[config.mk]
export PLATFORM = sky130hd
export DESIGN_NAME = fetch_mem_arbiter
export DESIGN_NICKNAME = d
export VERILOG_FILES = /design/src/rtl/fetch_mem_arbiter.sv
export SDC_FILE = /design/constraint.sdc
export NUM_CORES = 1
export LEC_CHECK = 0
export ABC_AREA = 1
export ABC_CLOCK_PERIOD_IN_PS = 13500
export CORE_MARGIN = 2
export CORE_UTILIZATION = 45
export CTS_CLUSTER_SIZE = 10
export DETAILED_ROUTE_END_ITERATION = 8
export GPL_TIMING_DRIVEN = 0
export PLACE_DENSITY = 0.89
export SLEW_MARGIN = 30
export SYNTH_ARGS = -nofsm -noshare
export SYNTH_HDL_FRONTEND = slang
export SYNTH_SLANG_ARGS = --single-unit
[constraint.sdc]
create_clock -name clk -period 13.5 [get_ports clk]
set_input_delay 2.7 -clock clk [delete_from_list [all_inputs] [get_ports clk]]
set_output_delay 2.7 -clock clk [all_outputs]
set_load 0.02 [all_outputs]
[src/rtl/fetch_mem_arbiter.sv]
// fetch_mem_arbiter: shares one fixed-latency memory port between IF and MEM stages.
// Define ARB_RR_EN for round-robin arbitration; the default is fixed MEM-over-IF priority.
module fetch_mem_arbiter #(
    parameter int ADDR_W      = 32,
    parameter int DATA_W      = 32,
    parameter int WAIT_STATES = 4
) (
    input  logic              clk,
    input  logic              rst,
    input  logic              if_req,
    input  logic [ADDR_W-1:0] if_addr,
    output logic [DATA_W-1:0] if_rdata,
    output logic              if_ready,
    input  logic              mem_rd_req,
    input  logic              mem_wr_req,
    input  logic [ADDR_W-1:0] mem_addr,
    input  logic [DATA_W-1:0] mem_wdata,
    output logic [DATA_W-1:0] mem_rdata,
    output logic              mem_ready,
    output logic              freeze_if,
    output logic              freeze_mem,
    output logic              ram_en,
    output logic              ram_we,
    output logic [ADDR_W-1:0] ram_addr,
    output logic [DATA_W-1:0] ram_wdata,
    input  logic [DATA_W-1:0] ram_rdata
);
    localparam int CW = (WAIT_STATES > 1) ? $clog2(WAIT_STATES) : 1;

    typedef enum logic [1:0] {IDLE, ACCESS, DONE} state_t;

    state_t        state, state_n;
    logic [CW-1:0] cnt;
    logic          owner_mem, wr, mem_req, grant, pick_mem, last;

    assign mem_req = mem_rd_req | mem_wr_req;
    assign last    = cnt == CW'(WAIT_STATES - 1);

`ifdef ARB_RR_EN
    logic rr_mem;
    assign pick_mem = mem_req & (~if_req | rr_mem);
    always_ff @(posedge clk or posedge rst)
        if (rst) rr_mem <= 1'b1;
        else if (grant) rr_mem <= ~pick_mem;
`else
    assign pick_mem = mem_req;
`endif

    always_ff @(posedge clk or posedge rst)
        if (rst) state <= IDLE;
        else state <= state_n;

    always_comb begin
        grant   = (state == IDLE) & (mem_req | if_req);
        state_n = grant ? ACCESS : (state == ACCESS) ? (last ? DONE : ACCESS) : IDLE;
    end

    assign ram_en     = state == ACCESS;
    assign ram_we     = ram_en & wr;
    assign if_ready   = (state == DONE) & ~owner_mem;
    assign mem_ready  = (state == DONE) & owner_mem;
    assign freeze_if  = if_req & ~if_ready;
    assign freeze_mem = mem_req & ~mem_ready;

    // Request, address and data are only sampled at grant; ACCESS runs on the latched copies.
    always_ff @(posedge clk or posedge rst) begin
        if (rst) begin
            cnt       <= '0;
            owner_mem <= 1'b0;
            wr        <= 1'b0;
            ram_addr  <= '0;
            ram_wdata <= '0;
            if_rdata  <= '0;
            mem_rdata <= '0;
        end else begin
            if (grant) begin
                cnt       <= '0;
                owner_mem <= pick_mem;
                wr        <= pick_mem & mem_wr_req;
                ram_addr  <= pick_mem ? mem_addr : if_addr;
                ram_wdata <= mem_wdata;
            end
            if (state == ACCESS) cnt <= cnt + 1'b1;
            if (state == ACCESS && last && !wr && owner_mem) mem_rdata <= ram_rdata;
            if (state == ACCESS && last && !wr && !owner_mem) if_rdata <= ram_rdata;
        end
    end
endmodule

==> flow_summary.toml, run 1 <==
[pwr]
ir_worst_vdd_mv = 0.128
comb_power_share_pct = 48.9
clock_power_share_pct = 20.8
power.static_leakage_nw = 4.59
sequentialPowerShare_pct = 30.3
net_switching_fraction_of_the_power_pct = 39.8
power.net_switching_w = 0.000955
power_density_mw_per_mm2 = 260
cellInternalPower_w = 0.00145

[cts]
tritoncts_num_sinks = 134
tritoncts = "yes"
clk_latency_ns = 0.40
clock_tree.buffer_depth = 2
hold_buffers = 0
path_clk_slew_ns = 0.06
cts_htree_levels = 4
cts.repair.resized = 0
cts_buffers = 17
cts.root.buffer_cell = "sky130_fd_sc_hd__clkbuf_16"
post-cts-setup-buffers = 0

[logic_synthesis]
synthesis.yosys.warnings = 0
syn_avg_cell_area_um2 = 8.18
synthArstFlopShare_pct = 100
yosys.area.top_type = "sky130_fd_sc_hd__dfrtp_1"
synth_area_mm2 = 0.00569
ys.flop_type = "sky130_fd_sc_hd__dfrtp_1"
synth-seq-cells = 134
sequential_element_share_of_the_synthesized_area_pct = 59.0
synth.top_cell.area_share_pct = 59.0
number_of_enable_flip_flop_cells_after_synthesis = 0
postSynthNetCount = 829
netlist_instances = 695
count_of_cell_types_in_the_netlist = 18
yosys-top-cells-area = "sky130_fd_sc_hd__dfrtp_1 59%, sky130_fd_sc_hd__nand2_1 28%, sky130_fd_sc_hd__nand3_1 5.8%"

[grt]
grt_start_max_net_pins = 78
antenna_found_initial = 0
globalRouteTotalUtil_pct = 25.4
first_global_vias = 5528
grt.overflow.total = 0
grt_first_pass_wirelength_um = 26600

[critical_path]
end_kind = "output port"
cp.required_ns = 10.80
critical_path_peak_fanout = 10
cp.arrival_ns = 4.54
path_class = "input port to output port"
worst_setup_path_start_kind = "input port"

[routing]
remaining_drc_errors = 0
detail_route.wl_per_cell_um = 14.6
vias = 5558
routed_wirelength_um = 17000
ant_nets = 0
dr.pass1.iters = 4
drt_first_iter_violations = 388
detail_route.vias_per_cell = 4.77

[place]
cell_count_after_placement = 1134
gp_congestion = 0.848
dp_worst_setup_slack_ns = 6.24
post_dp_hpwl_um = 12300
port_buffer_count = 266

[floorplan]
die_h_um = 116
die_area_mm2 = 0.0136
chipWidth_um = 116
io_pins = 267
floorplan.initialDensity_pct = 45.6
num_rows = 41
core_box_area_mm2 = 0.0125

[sta]
postLayoutSetupSlackWorst_ns = 6.26
worst-slew-pin-transition_ns = 0.467
unrepaired_setup_endpoints_after_global_routing = "no"
slew-limit-headroom_pct = 68.9
final-hold-violation-count = 0
finalSetupViolations = 0
hold_ws_ns = 0.468
maxClockFrequency_mhz = 138
layout_min_cycle_time_ns = 7.24
finalClockSkew_ns = 0.00783
final_cycle_utilization_of_the_critical_path_pct = 53.6
slew_viol_final = 0
fin_setup_tns_ns = 0

[finish]
area_delta_synth_final_pct = 62.4
mostFrequentLayoutCells = "427 x sky130_fd_sc_hd__nand2_1, 266 x sky130_fd_sc_hd__clkdlybuf4s50_1, 134 x sky130_fd_sc_hd__dfrtp_1"
diodes = 0
mostFrequentLayoutCell = "sky130_fd_sc_hd__nand2_1"
nNetsFinal = 1115
fill_cells = 886
drive_above_1_share_pct = 6.94
finish.cell_count_without_fillers = 1166

[run]
cap_violations = 0

[hold_path]
holdCritPathClass = "flip-flop to flip-flop"

[status]
outcome = "finished clean"
==> per-layer routing <==
layer,global-route usage [%],vias up,routed length (um)
met5,0,-,0
met4,8.25,0,342
met3,8.51,29,1650
met2,45.2,237,8520
met1,28.7,2578,6480
li1,-,2714,-
==> cells in the mapped netlist, types with 2 or more instances <==
| cell type | count |
|---|---|
| sky130_fd_sc_hd__dfrtp_1 | 134 |
| sky130_fd_sc_hd__buf_2 | 16 |
| sky130_fd_sc_hd__inv_1 | 11 |
| sky130_fd_sc_hd__clkbuf_1 | 8 |
| sky130_fd_sc_hd__nand2_1 | 427 |
| sky130_fd_sc_hd__o21ai_0 | 5 |
| sky130_fd_sc_hd__nor2_4 | 2 |
| sky130_fd_sc_hd__nor2_1 | 4 |
| sky130_fd_sc_hd__buf_4 | 7 |
| sky130_fd_sc_hd__buf_6 | 7 |
| sky130_fd_sc_hd__nand4_1 | 2 |
| sky130_fd_sc_hd__nand3_1 | 66 |
==> cell type report <==
class / instances / area (um^2) / area share (%)
Timing Repair Buffer: 267 / 2690 / 29.1
Inverter: 12 / 52.6 / 0.569
Multi-Input combinational cell: 510 / 2040 / 22.1
Buffer: 39 / 245 / 2.66
Clock inverter: 13 / 194 / 2.10
Sequential cell: 134 / 3350 / 36.3
Clock buffer: 19 / 443 / 4.80
Tap cell: 172 / 215 / 2.33
==> logic make-up (layout without fill, tap and decap cells) <==
| logic type | Yosys count | count (layout) | share of synthesized area, % |
|---|---|---|---|
| AO/OA/AOI/OAI | 5 | 5 | 0.440 |
| adder cells (fa/ha/maj) | 1 | 1 | 0.220 |
| buffers and inverters | 51 | 350 | 5.10 |
| flip-flops | 134 | 134 | 59.0 |
| AND/OR/NAND/NOR | 504 | 504 | 35.3 |
==> stage by stage <==
step / total power [W] / area (um^2) / utilization (%)
detailed placement: 0.00190 / 8600 / 69.0
floorplan: 0.00132 / 5690 / -
CTS: 0.00241 / 9240 / 74.1
global placement: 0.00187 / 8560 / 68.7
finish: 0.00240 / 9240 / 74.1
global route: 0.00255 / 9240 / 74.1
==> critical path: stages <==
cell and delay (ns):
sky130_fd_sc_hd__clkdlybuf4s50_1 0.50, sky130_fd_sc_hd__inv_1 0.06, sky130_fd_sc_hd__nand2_1 0.22, sky130_fd_sc_hd__buf_2 0.28, sky130_fd_sc_hd__o21ai_0 0.11, sky130_fd_sc_hd__inv_1 0.07, sky130_fd_sc_hd__clkdlybuf4s50_1 0.61
==> state kept, by name, summed over array words and instances, names as in the netlist <==
| signal | flops |
|---|---|
| if_rdata | 32 |
| cnt | 2 |
| ram_wdata | 32 |
| owner_mem | 1 |
| state | 2 |
| wr | 1 |
| mem_rdata | 32 |
| ram_addr | 32 |
==> power by group through the flow <==
stage	clock [W]	sequential, W	combinational (W)
floorplan	0	0.000961	0.000362
global placement	0	0.000722	0.00115
detailed placement	0	0.000728	0.00118
CTS	0.000504	0.000727	0.00118
global route	0.000521	0.000751	0.00128
finish	0.000499	0.000728	0.00117
==> path summary, 6_finish.rpt <==
path | startpoint | to | slack, ns | cells after the start
worst max-delay path | mem_wr_req | freeze_mem | 6.26 | 7
worst min-delay path | if_rdata[7] | if_rdata[7] | 0.47 | 2
worst max register to register | state[1] | ram_addr[30] | 11.95 | 6
worst min register to register | if_rdata[7] | if_rdata[7] | 0.47 | 2
max in group asynchronous | rst | ram_addr[30] | 10.07 | 3
min in group asynchronous | rst | ram_wdata[3] | 2.73 | 2
(Power assumes the default switching activity.)
==> run 2, diff against run 1 <==
--- a/config.mk
+++ b/config.mk
@@ -6,13 +6,13 @@
 export NUM_CORES = 1
 export LEC_CHECK = 0
 export ABC_AREA = 1
-export ABC_CLOCK_PERIOD_IN_PS = 13500
+export ABC_CLOCK_PERIOD_IN_PS = 6700
 export CORE_MARGIN = 2
-export CORE_UTILIZATION = 45
+export CORE_UTILIZATION = 41
 export CTS_CLUSTER_SIZE = 10
 export DETAILED_ROUTE_END_ITERATION = 8
 export GPL_TIMING_DRIVEN = 0
-export PLACE_DENSITY = 0.89
+export PLACE_DENSITY = 0.82
 export SLEW_MARGIN = 30
 export SYNTH_ARGS = -nofsm -noshare
 export SYNTH_HDL_FRONTEND = slang
==> constraint.sdc (replaced) <==
create_clock -name clk -period 6.7 [get_ports clk]
set_input_delay 1.34 -clock clk [delete_from_list [all_inputs] [get_ports clk]]
set_output_delay 1.34 -clock clk [all_outputs]
set_load 0.02 [all_outputs]
==> flow_summary.toml, run 2 (synthesis gave the netlist of run 1 again) <==
[status]
outcome = "finished clean"

[sta]
finalClockSkew_ns = 0.00727
layout_min_cycle_time_ns = 4.48
maxClockFrequency_mhz = 223
final-hold-violation-count = 0
finalSetupViolations = 0
unrepaired_setup_endpoints_after_global_routing = "no"
final_cycle_utilization_of_the_critical_path_pct = 66.9
postLayoutSetupSlackWorst_ns = 2.22
worst-slew-pin-transition_ns = 0.509
slew-limit-headroom_pct = 66.1
slew_viol_final = 0

[critical_path]
worst_r2r_startpoint = "state[1]"
worst_setup_path_start_kind = "input port"
cp_num_buf_inv = 5
cpMaxStageDelayCell = "sky130_fd_sc_hd__clkdlybuf4s50_1"
crit_path_max_incr_delay_ns = 0.61
critical_path_peak_fanout = 10
timing.critical_path.cells = "clkdlybuf4s50_1 > inv_1 > nand2_1 > buf_2 > o21ai_0 > inv_1 > clkdlybuf4s50_1"
path_class = "input port to output port"
r2r-end = "ram_addr[31]"
crit_family = "buffers and inverters"
r2r_cells = 6
cp.required_ns = 5.36
end_kind = "output port"
cp.arrival_ns = 3.14
setup.reg_to_reg.worst_slack_ns = 5.21

[routing]
detail_route.vias_per_cell = 4.76
maxUsedRoutingLayer = "met4"
m1WireLength_um = 7040
drt_first_iter_violations = 302
dr.pass1.iters = 4
met3_length_um = 1440
ant_nets = 0
met2RoutedLength_um = 8450
detail_route.wl_per_cell_um = 14.8
remaining_drc_errors = 0
vias = 5591
routed_wirelength_um = 17300

[finish]
area_delta_synth_final_pct = 62.8
fin_util_pct = 67.5
diodes = 0
drive_above_1_share_pct = 7.04
nNetsFinal = 1115
fill_cells = 1117
mostFrequentLayoutCell = "sky130_fd_sc_hd__nand2_1"
mostFrequentLayoutCells = "427 x sky130_fd_sc_hd__nand2_1, 266 x sky130_fd_sc_hd__clkdlybuf4s50_1, 134 x sky130_fd_sc_hd__dfrtp_1"

[cts]
cts.root.buffer_cell = "sky130_fd_sc_hd__clkbuf_16"
tritoncts = "yes"
cts_htree_levels = 4
cts.repair.resized = 0
clock_tree.buffer_depth = 2
cts_buffers = 17
post-cts-setup-buffers = 0
clk_latency_ns = 0.42
path_clk_slew_ns = 0.06
hold_buffers = 0
tritoncts_num_sinks = 134

[run]
cap_violations = 0

[floorplan]
core_box_area_mm2 = 0.0137
floorplan.initialDensity_pct = 41.5
chipWidth_um = 122
die_area_mm2 = 0.0148
io_pins = 267
num_rows = 43
die_h_um = 122

[place]
gp_congestion = 0.790
port_buffer_count = 266
post_dp_hpwl_um = 12700
dp_worst_setup_slack_ns = 2.20

[pwr]
power_density_mw_per_mm2 = 524
power.net_switching_w = 0.00193
power.static_leakage_nw = 4.59
sequentialPowerShare_pct = 30.4
ir_worst_vdd_mv = 0.293
cellInternalPower_w = 0.00292
comb_power_share_pct = 48.7
clock_power_share_pct = 20.9
net_switching_fraction_of_the_power_pct = 39.8

[grt]
grt.overflow.total = 0
grt_first_pass_wirelength_um = 27700
grt_start_max_net_pins = 69
antenna_found_initial = 0
globalRouteTotalUtil_pct = 24.1
first_global_vias = 5604

[hold_path]
timing.hold.worst_endpoint = "if_rdata[17]"
min_from = "if_rdata[17]"
hold_depth = 2
holdCritPathClass = "flip-flop to flip-flop"
==> run 2: cell types whose count changed in the layout (fill, tap and decap cells not counted), sizes merged <==
cell / change
clkinv: -3
clkinvlp: +3
==> run 2: worst max-delay path by stage <==
stage                           from      endpoint  slack (ns)  depth (start not counted)
after floorplan                  rst        cnt[0]        1.78                          1
after global placement           rst  if_rdata[11]       -0.04                          2
after detailed placement  mem_wr_req    freeze_mem        2.20                          7
after CTS                 mem_wr_req    freeze_mem        2.19                          7
after global routing      mem_wr_req    freeze_mem        2.11                          7
final                     mem_wr_req    freeze_mem        2.22                          7
==> run 2: through the flow <==
step	std cells	cell area (um^2)	power, W	hold WS, ns	setup TNS [ns]
final	1174	9260	0.00485	0.468	0
after global placement	1141	8570	0.00379	0.452	-4.63
after CTS	1174	9260	0.00489	0.472	0
after global routing	1174	9260	0.00515	0.490	0
after floorplan	695	5690	0.00267	0.473	0
after detailed placement	1142	8610	0.00384	0.457	0
==> run 2: power by group through the flow <==
stage | Sequential, W | Clock [W] | Combinational, W
after floorplan | 0.00194 | 0 | 0.000729
after global routing | 0.00152 | 0.00106 | 0.00257
final | 0.00147 | 0.00101 | 0.00236
after CTS | 0.00147 | 0.00103 | 0.00239
after detailed placement | 0.00147 | 0 | 0.00238
after global placement | 0.00146 | 0 | 0.00233
==> run 2: area by class of cell <==
cell class | instances | area (um^2) | area share [%]
Buffer | 39 | 245 | 2.65
Clock inverter | 13 | 194 | 2.10
Sequential cell | 134 | 3350 | 36.2
Tap cell | 180 | 225 | 2.43
Clock buffer | 19 | 453 | 4.89
Timing Repair Buffer | 267 | 2690 | 29.1
Multi-Input combinational cell | 510 | 2040 | 22.1
Inverter | 12 | 52.6 | 0.568
==> run 2: layer usage <==
| layer | GRT usage [%] | vias to the layer above |
|---|---|---|
| li1 | - | 2710 |
| met1 | 28.8 | 2608 |
| met2 | 40.5 | 243 |
| met3 | 7.82 | 30 |
| met4 | 9.41 | 0 |
| met5 | 0 | - |
==> run 2: tightest hold or removal path: cells and delay by family (launching register included) <==
family           cells  cell delay [ns]
flip-flops           1             0.34
AND/OR/NAND/NOR      2             0.09
==> run 3, diff against run 2 <==
--- a/config.mk
+++ b/config.mk
@@ -6,13 +6,13 @@
 export NUM_CORES = 1
 export LEC_CHECK = 0
 export ABC_AREA = 1
-export ABC_CLOCK_PERIOD_IN_PS = 6700
+export ABC_CLOCK_PERIOD_IN_PS = 3800
 export CORE_MARGIN = 2
-export CORE_UTILIZATION = 41
+export CORE_UTILIZATION = 37
 export CTS_CLUSTER_SIZE = 10
 export DETAILED_ROUTE_END_ITERATION = 8
 export GPL_TIMING_DRIVEN = 0
-export PLACE_DENSITY = 0.82
+export PLACE_DENSITY = 0.78
 export SLEW_MARGIN = 30
 export SYNTH_ARGS = -nofsm -noshare
 export SYNTH_HDL_FRONTEND = slang
==> constraint.sdc (replaced) <==
create_clock -name clk -period 3.8 [get_ports clk]
set_input_delay 0.76 -clock clk [delete_from_list [all_inputs] [get_ports clk]]
set_output_delay 0.76 -clock clk [all_outputs]
set_load 0.02 [all_outputs]
==> flow_summary.toml, run 3 (synthesis gave the netlist of run 1 again) <==
[cts]
path_clk_slew_ns = 0.05
cts.repair.resized = 0
tritoncts_num_sinks = 134
cts_htree_levels = 4
clk_latency_ns = 0.42
cts.root.buffer_cell = "sky130_fd_sc_hd__clkbuf_16"
hold_buffers = 0
tritoncts = "yes"
clock_tree.buffer_depth = 2
cts_buffers = 17
post-cts-setup-buffers = 0

[pwr]
comb_power_share_pct = 49.4
cellInternalPower_w = 0.00510
net_switching_fraction_of_the_power_pct = 39.6
power.static_leakage_nw = 4.62
ir_worst_vdd_mv = 0.522
power_density_mw_per_mm2 = 907
sequentialPowerShare_pct = 30.5
clock_power_share_pct = 20.1
power.net_switching_w = 0.00335

[floorplan]
io_pins = 267
die_area_mm2 = 0.0164
num_rows = 45
floorplan.initialDensity_pct = 37.7
core_box_area_mm2 = 0.0151
die_h_um = 128
chipWidth_um = 128

[grt]
first_global_vias = 5568
grt_start_max_net_pins = 31
globalRouteTotalUtil_pct = 21.8
grt.overflow.total = 0
antenna_found_initial = 0
grt_first_pass_wirelength_um = 27700

[run]
cap_violations = 0

[sta]
slew_viol_final = 0
finalSetupViolations = 0
slew-limit-headroom_pct = 66.1
worst-slew-pin-transition_ns = 0.509
final-hold-violation-count = 0
finalClockSkew_ns = 0.00956
fin_setup_tns_ns = 0
final_cycle_utilization_of_the_critical_path_pct = 88.8
unrepaired_setup_endpoints_after_global_routing = "no"
layout_min_cycle_time_ns = 3.37
maxClockFrequency_mhz = 296

[finish]
mostFrequentLayoutCells = "427 x sky130_fd_sc_hd__nand2_1, 266 x sky130_fd_sc_hd__clkdlybuf4s50_1, 134 x sky130_fd_sc_hd__dfrtp_1"
nNetsFinal = 1119
area_of_the_multi_input_gates_mm2 = 0.00204
finish.cell_count_without_fillers = 1185
diodes = 0
mostFrequentLayoutCell = "sky130_fd_sc_hd__nand2_1"
drive_above_1_share_pct = 7.32
area_delta_synth_final_pct = 63.9
final-seq-area_mm2 = 0.00335
fill_cells = 1336

[routing]
drt_first_iter_violations = 245
remaining_drc_errors = 0
vias = 5514
ant_nets = 0
detail_route.wl_per_cell_um = 14.7
dr.pass1.iters = 5
routed_wirelength_um = 17400
detail_route.vias_per_cell = 4.65

[critical_path]
worst_setup_path_start_kind = "input port"
cp.required_ns = 3.04
critical_path_peak_fanout = 10
end_kind = "output port"
crit_path_max_incr_delay_ns = 0.62
cp.arrival_ns = 2.61
timing.critical_path.cells = "clkdlybuf4s50_1 > inv_1 > nand2_1 > buf_2 > o21ai_0 > inv_1 > clkdlybuf4s50_1"
path_class = "input port to output port"
cp_num_buf_inv = 5
crit_start = "mem_wr_req"
worst_r2r_startpoint = "owner_mem"
cpMaxStageDelayCell = "sky130_fd_sc_hd__clkdlybuf4s50_1"
crit_family = "buffers and inverters"

[place]
port_buffer_count = 266
post_dp_hpwl_um = 13100
cell_count_after_placement = 1154
gp_congestion = 0.806

[hold_path]
min_from = "if_rdata[8]"
holdCritPathClass = "flip-flop to flip-flop"

[status]
outcome = "finished clean"
-- run 3: stage by stage --
step | power, W | instance area, um^2 | hold WS (ns) | util [%] | setup WS, ns
6_report | 0.00845 | 9320 | 0.465 | 61.7 | 0.426
5_1_grt | 0.00900 | 9320 | 0.484 | 61.7 | 0.291
4_1_cts | 0.00853 | 9320 | 0.471 | 61.7 | 0.419
3_5_place_dp | 0.00679 | 8700 | 0.457 | 57.7 | 0.421
3_3_place_gp | 0.00669 | 8590 | 0.453 | 56.9 | 0.140
2_1_floorplan | 0.00470 | 5690 | 0.473 | - | 1.37
-- run 3: area by class of cell --
type | instances | share of cell area [%]
inverters | 12 | 0.524
multi-input cells | 510 | 21.9
well taps | 188 | 2.52
clock inverters | 11 | 1.58
clock buffers | 20 | 5.01
flip-flops and latches | 134 | 36.0
repair buffers | 271 | 29.8
plain buffers | 39 | 2.63
-- run 3: worst paths after layout --
check / endpoint / slack (ns) / cells past startpoint
setup / recovery: freeze_mem / 0.43 / 7
hold / removal: if_rdata[8] / 0.46 / 2
setup reg to reg: if_rdata[18] / 2.25 / 6
hold reg to reg: if_rdata[8] / 0.46 / 2
max in group asynchronous: ram_wdata[0] / 2.34 / 5
min in group asynchronous: ram_addr[23] / 0.65 / 2
-- run 3: power groups by stage --
stage               clock network [W]  registers (W)  logic [W]
floorplan                           0        0.00342    0.00129
global placement                    0        0.00257    0.00412
detailed placement                  0        0.00258    0.00421
CTS                           0.00173        0.00258    0.00422
global route                  0.00179        0.00267    0.00454
finish                        0.00170        0.00258    0.00418
-- run 3: per-layer routing --
metal	share of wire, %	track usage, %	vias up
met2	49	36.6	231
met4	1.9	8.14	0
met3	9.1	8.06	26
li1	-	-	2721
met5	0	0	-
met1	40	25.6	2536
-- run 3: tightest hold or removal path, stage by stage, from the launching register on --
cell                      delay, ns
sky130_fd_sc_hd__dfrtp_1       0.34
sky130_fd_sc_hd__nand2_1       0.05
sky130_fd_sc_hd__nand2_1       0.04
